**config.mk**
```make
export PLATFORM = sky130hd
export DESIGN_NAME = bsg_upstream_tx
export DESIGN_NICKNAME = d
export VERILOG_FILES = /design/src/rtl/bsg_link_pkg.sv /design/src/rtl/bsg_tx_fifo.sv /design/src/rtl/bsg_upstream_tx.sv
export SDC_FILE = /design/constraint.sdc
export NUM_CORES = 1
export LEC_CHECK = 0
export CORE_MARGIN = 2
export CORE_UTILIZATION = 60
export CTS_CLUSTER_SIZE = 8
export DETAILED_ROUTE_END_ITERATION = 7
export PLACE_DENSITY_LB_ADDON = 0.15
export SKIP_CTS_REPAIR_TIMING = 1
export SYNTH_ARGS = -nofsm -noshare
export SYNTH_HDL_FRONTEND = slang
export SYNTH_SLANG_ARGS = --single-unit
```
**constraint.sdc**
```tcl
create_clock -name clk -period 6.8 [get_ports clk]
set_input_delay 1.36 -clock clk [delete_from_list [all_inputs] [get_ports clk]]
set_output_delay 1.36 -clock clk [all_outputs]
set_load 0.005 [all_outputs]
```
**src/rtl/bsg_link_pkg.sv**
```systemverilog
// Shared constants, FSM state encoding and beat-select helper for the
// upstream link transmitter.
package bsg_link_pkg;

  localparam int CORE_W = 32;
  localparam int LINK_W = 8;
  localparam int BEATS  = 4;

  typedef enum logic [0:0] {
    TX_IDLE = 1'b0,
    TX_SEND = 1'b1
  } tx_state_e;

  // Beat idx of a core word, least-significant byte first.
  function automatic logic [LINK_W-1:0] select_beat(input logic [CORE_W-1:0] word,
                                                    input logic [1:0]        idx);
    select_beat = word[int'(idx)*LINK_W +: LINK_W];
  endfunction

endpackage

```
**src/rtl/bsg_tx_fifo.sv**
```systemverilog
// Core-side word buffer: power-of-two depth, extra pointer bit separates
// full from empty.
module bsg_tx_fifo
  import bsg_link_pkg::*;
#(
  parameter int WIDTH = CORE_W,
  parameter int DEPTH = 4
) (
  input  logic             clk,
  input  logic             rst,
  input  logic             push,
  input  logic [WIDTH-1:0] data_in,
  input  logic             pop,
  output logic [WIDTH-1:0] data_out,
  output logic             full,
  output logic             empty
);

  localparam int AW = $clog2(DEPTH);

  logic [WIDTH-1:0] mem_r [DEPTH];
  logic [AW:0]      wr_ptr_r;
  logic [AW:0]      rd_ptr_r;
  logic             do_push_s;
  logic             do_pop_s;

  // Occupancy flags and qualified push/pop strobes.
  always_comb begin
    empty     = (wr_ptr_r == rd_ptr_r);
    full      = (wr_ptr_r[AW] != rd_ptr_r[AW]) &&
                (wr_ptr_r[AW-1:0] == rd_ptr_r[AW-1:0]);
    do_push_s = push && !full;
    do_pop_s  = pop && !empty;
    data_out  = mem_r[rd_ptr_r[AW-1:0]];
  end

  // Storage array; contents are don't-care until written.
  always_ff @(posedge clk) begin
    if (do_push_s) begin
      mem_r[wr_ptr_r[AW-1:0]] <= data_in;
    end
  end

  // Read/write pointers wrap naturally through the extra MSB.
  always_ff @(posedge clk) begin
    if (rst) begin
      wr_ptr_r <= {(AW+1){1'b0}};
      rd_ptr_r <= {(AW+1){1'b0}};
    end else begin
      if (do_push_s) begin
        wr_ptr_r <= wr_ptr_r + (AW+1)'(1);
      end
      if (do_pop_s) begin
        rd_ptr_r <= rd_ptr_r + (AW+1)'(1);
      end
    end
  end

endmodule

```
**src/rtl/bsg_upstream_tx.sv**
```systemverilog
// Upstream link transmitter: buffers 32-bit core words and serializes each
// into four byte beats, gated by receiver credits returned as token pulses.
module bsg_upstream_tx
  import bsg_link_pkg::*;
#(
  parameter int FIFO_DEPTH = 4,
  parameter int CREDITS    = 8
) (
  input  logic                           clk,
  input  logic                           rst,
  input  logic [CORE_W-1:0]              core_data_in,
  input  logic                           core_valid_in,
  output logic                           core_ready_out,
  output logic [LINK_W-1:0]              io_data_out,
  output logic                           io_valid_out,
  input  logic                           io_token_in,
  output logic [$clog2(CREDITS+1)-1:0]   credits_out,
  output logic                           token_err_out
);

  localparam int              CW          = $clog2(CREDITS+1);
  localparam logic [0:0]      ST_IDLE     = TX_IDLE;
  localparam logic [0:0]      ST_SEND     = TX_SEND;
  localparam logic [CW-1:0]   CREDITS_MAX = CW'(CREDITS);
  localparam logic [1:0]      LAST_BEAT   = 2'(BEATS-1);

  logic [0:0]        state_r;
  logic [1:0]        beat_r;
  logic [CORE_W-1:0] word_r;
  logic [LINK_W-1:0] io_data_r;
  logic              io_valid_r;
  logic [CW-1:0]     credits_r;
  logic              token_err_r;

  logic [CORE_W-1:0] fifo_data_s;
  logic              fifo_full_s;
  logic              fifo_empty_s;
  logic              push_s;
  logic              start_s;
  logic              last_beat_s;
  logic              have_credit_s;
  logic [1:0]        next_beat_s;

  bsg_tx_fifo #(
    .WIDTH (CORE_W),
    .DEPTH (FIFO_DEPTH)
  ) u_fifo (
    .clk      (clk),
    .rst      (rst),
    .push     (push_s),
    .data_in  (core_data_in),
    .pop      (start_s),
    .data_out (fifo_data_s),
    .full     (fifo_full_s),
    .empty    (fifo_empty_s)
  );

  // Handshake and word-start decision; a start pops the FIFO and spends a credit.
  always_comb begin
    core_ready_out = !fifo_full_s && !rst;
    push_s         = core_valid_in && core_ready_out;
    have_credit_s  = (credits_r != {CW{1'b0}});
    last_beat_s    = (state_r == ST_SEND) && (beat_r == LAST_BEAT);
    next_beat_s    = beat_r + 2'd1;
    start_s        = !fifo_empty_s && have_credit_s &&
                     ((state_r == ST_IDLE) || last_beat_s);
  end

  // FSM and serializer; beat_r names the beat currently on the link.
  always_ff @(posedge clk) begin
    if (rst) begin
      state_r    <= ST_IDLE;
      beat_r     <= 2'd0;
      word_r     <= {CORE_W{1'b0}};
      io_data_r  <= {LINK_W{1'b0}};
      io_valid_r <= 1'b0;
    end else if (start_s) begin
      state_r    <= ST_SEND;
      beat_r     <= 2'd0;
      word_r     <= fifo_data_s;
      io_data_r  <= select_beat(fifo_data_s, 2'd0);
      io_valid_r <= 1'b1;
    end else if ((state_r == ST_SEND) && !last_beat_s) begin
      beat_r     <= next_beat_s;
      io_data_r  <= select_beat(word_r, next_beat_s);
      io_valid_r <= 1'b1;
    end else if (state_r == ST_SEND) begin
      // Last beat sent and nothing eligible to follow: idle, data held.
      state_r    <= ST_IDLE;
      beat_r     <= 2'd0;
      io_valid_r <= 1'b0;
    end else begin
      io_valid_r <= 1'b0;
    end
  end

  // Credit counter; an overflowing token is dropped and flagged stickily.
  always_ff @(posedge clk) begin
    if (rst) begin
      credits_r   <= CREDITS_MAX;
      token_err_r <= 1'b0;
    end else if (io_token_in && !start_s) begin
      if (credits_r == CREDITS_MAX) begin
        token_err_r <= 1'b1;
      end else begin
        credits_r <= credits_r + CW'(1);
      end
    end else if (start_s && !io_token_in) begin
      credits_r <= credits_r - CW'(1);
    end else begin
      credits_r <= credits_r;
    end
  end

  assign io_data_out   = io_data_r;
  assign io_valid_out  = io_valid_r;
  assign credits_out   = credits_r;
  assign token_err_out = token_err_r;

endmodule

```
==> metrics.md <==
| Metric | Value |
|---|---|
| RR Startpoint | beat_r[0] |
| CP top delay family | buffers and inverters |
| Reg-to-reg setup timing slack | 3.71 ns |
| CP Capture Type | output port |
| Nets | 549 |
| Area growth from synthesis to layout | 16.6% |
| Number of synthesized flops with an enable pin | between 100 and 150 |
| Routed Antenna Nets | 0 |
| Wire per inst | between 15 and 20 um |
| Die X | 113 um |
| Seq cells post-synth | around 190 |
| Share of flip-flops with an asynchronous set or reset | 0% |
| Pin count of the biggest net entering global routing | 61 |
| Max Clock Freq | approximately 0.24 GHz |
| Final Max Tran Viols | 0 |
| RSZ-0062 raised after global routing | false |
| Post-place instance area | 7770 um^2 |
| Final WL | 13100 um |
| Outcome | complete, no violations |
| Cell Rows | 39 |
| Drt via density | 5.97 |
| Max-Cap Viols | 0 |
| CTS tree | built |
| Fill cells | 761 |
| Share of layout cells above drive strength 1 | 16.6% |
| Reg2reg end | token_err_out |
| Seq/Total Area, Yosys | approximately 69% |
| Worst-skew pair later-pin latency | 0.42 ns |
| Critical-path cell list | buf_2, a31oi_1, clkdlybuf4s50_1 |
| Starting Density | 62.2% |
| Chip height | 113 um |
| Synth Cell Area | a little over 7000 um^2 |
| Bufs and invs on worst path | 2 |
| Post-DP HPWL | 7840 um |
| Diode count | 0 |
| Critical Path End | core_ready_out |
| Initial DRC count | about 300 |
| Top FF cell, synth | edfxtp_1 |
| Synth cell types | 40 |
| Worst Hold Class | reg -> reg |
| Initial antenna violation count | 0 |
| Syn Nets | 502 |
| Avg Cell Area, Syn | 15.7 um^2 |
| Final period utilization | 60.8% |
| Max Root-Sink Buffers | 2 |
| # H-tree levels | 4 |
| First-pass GRT wire length | ~21000 um |
| Io pins | 51 |
| Ys Warns | 0 |
| Final Hold Slack | 0.456 ns |
| Crit path launch type | primary input |
| Slowest stage cell, crit path | buf_2 |
| First drt pass iteration count | 4 |
| CORE AREA | 11600 um^2 |
| Min Tclk post-route | 4.14 ns |
| WP depth | 3 |
| Final setup vio count | 0 |
| Crit path from | rst |
| Via count | 3941 |
| Critical path data arrival time | 2.78 ns |
| Worst VDD drop | 0.000194 V |
| TNS Setup | 0 ns |
| Slew headroom | 25.0% |
| Number of global-route vias before repair | 4001 |
| PD cells | slightly above 400 nW/um^2 |
| Die area | 12900 um^2 |
| Clk pin slew, worst setup/hold paths | about 0.060 ns |
| Root Driver | clkbuf_16 |
| Fin. Hold Viols | 0 |
| Final GP Congestion | 0.795 |
| Setup slack after layout | 2.66 ns |
| CTS buffer count | 17 |
| GRT Total Usage | 22.1% |
| Crit path kind | in -> out |
| Post-Synthesis Cells | about 460 |
| DRC viols | 0 |
| Final instance area | 8390 um^2 |
| Worst-path fanout max | 60 |
| Worst path required time | 5.44 ns |
| Final Skew | 0.00532 ns |
| Synth top area cells | edfxtp_1 (53%), dfxtp_1 (16%), mux4_2 (13%), nand2_1 (4.4%), a21oi_1 (2.7%) |
| IO Port Bufs | 50 |
| Worst slack, placed | 2.69 ns |
| Sink Count | 185 |
| LEAKAGE | ~2.8 nW |
| Synth top area share | 53.4% |
| CP peak stage delay | 0.80 ns |
| Synth area leader | edfxtp_1 |
| Layout Utilization | between 70 and 80% |
| Worst-Margin Slew | 1.12 ns |
| GRT Residual Overflow | 0 |
| Reg2reg path depth | 5 |
==> per-layer routing <==
layer  global-route usage (%)  share of wire (%)  up-vias
met4                     9.84                1.9        0
met3                     4.84                4.7       21
met1                     28.9                 42     1989
met2                     36.2                 51      103
met5                        0                  0        -
li1                         -                  -     1828
==> layout make-up <==
cell class / count / area (um^2) / area share, %
clock buffer: 26 / 532 / 6.34
clock inverter: 6 / 83.8 / 0.999
inverter: 6 / 22.5 / 0.268
multi-input combinational: 239 / 2050 / 24.5
sequential: 185 / 4990 / 59.4
tap: 143 / 179 / 2.13
timing repair buffer: 55 / 533 / 6.35
==> synthesized netlist by cell type, types with 2 or more instances <==
| cell | instances |
|---|---|
| nor3_1 | 2 |
| xnor2_1 | 5 |
| buf_2 | 7 |
| buf_4 | 6 |
| nand3_1 | 3 |
| edfxtp_1 | 128 |
| ha_1 | 8 |
| xnor2_2 | 2 |
| a31oi_1 | 2 |
| dfxtp_1 | 57 |
| o31ai_1 | 2 |
| clkbuf_1 | 13 |
| a311oi_1 | 8 |
| inv_1 | 6 |
| a21oi_1 | 39 |
| nor2_1 | 19 |
| a211oi_1 | 2 |
| mux4_2 | 40 |
| and2_1 | 3 |
| xor2_1 | 2 |
| nand2_1 | 84 |
==> state kept, by name (all words and copies together) (netlist names), named ones only <==
signal / count
word_r: 32
io_valid_out: 1
u_fifo.wr_ptr_r: 3
state_r: 1
credits_out: 4
u_fifo.mem_r: 128
token_err_out: 1
beat_r: 2
u_fifo.rd_ptr_r: 3
io_data_out: 8
==> layout by cell type (no fill, tap or decap), drive strengths merged <==
cell,n
a211oi,2
a21o,1
a21oi,39
a311oi,9
a31o,1
a31oi,3
a32oi,1
and2,4
buf,6
bufinv,2
clkbuf,26
clkdlybuf4s50,49
clkinv,3
dfxtp,57
edfxtp,128
fa,1
ha,8
inv,7
mux2i,1
mux4,40
nand2,84
nand2b,1
nand3,4
nand4b,1
nor2,20
nor2b,1
nor3,2
nor4,1
nor4b,1
o21ai,2
o31ai,2
o32ai,1
xnor2,7
xor2,2
==> worst reg2reg max path: cells and delay by family, from the launching register on <==
kind | cells | cell delay, ns
AND/OR/NAND/NOR | 3 | 1.66
adder cells (fa/ha/maj) | 1 | 0.25
AO/OA/AOI/OAI | 1 | 0.41
flip-flops | 1 | 0.62
==> logic make-up (layout without fill, tap and decap cells) <==
group	Yosys count	after routing	share of synthesized area, %
AOI/OAI and AO/OA	61	61	5.81
xor gates and xnor gates	9	9	1.30
adders and majority gates	9	9	1.67
buffers and inverters	33	93	2.16
DFF	185	185	69.3
muxes	41	41	12.7
and+or+nand+nor	119	119	7.10
==> how the worst min path moves through the flow <==
| stage | start | to | slack, ns | depth (start not counted) |
|---|---|---|---|---|
| detailed placement | word_r[5] | word_r[5] | 0.45 | 2 |
| global route | word_r[7] | word_r[7] | 0.47 | 2 |
| floorplan | word_r[0] | word_r[0] | 0.43 | 2 |
| CTS | word_r[1] | word_r[1] | 0.46 | 2 |
| global placement | word_r[2] | word_r[2] | 0.44 | 2 |
| finish | word_r[7] | word_r[7] | 0.46 | 2 |
==> per-stage QoR <==
step / cells / power, mW
6_report: 660 / 3.43
5_1_grt: 660 / 3.60
4_1_cts: 660 / 3.45
3_5_place_dp: 628 / 2.45
3_3_place_gp: 628 / 2.43
2_1_floorplan: 457 / 2.20
==> power by group <==
part           total [mW]  switching [mW]  internal, mW
Sequential           1.49           0.134          1.36
Combinational       0.935           0.495         0.440
Clock                1.00           0.386         0.615
Note: power is estimated with default switching activity, not from simulation.
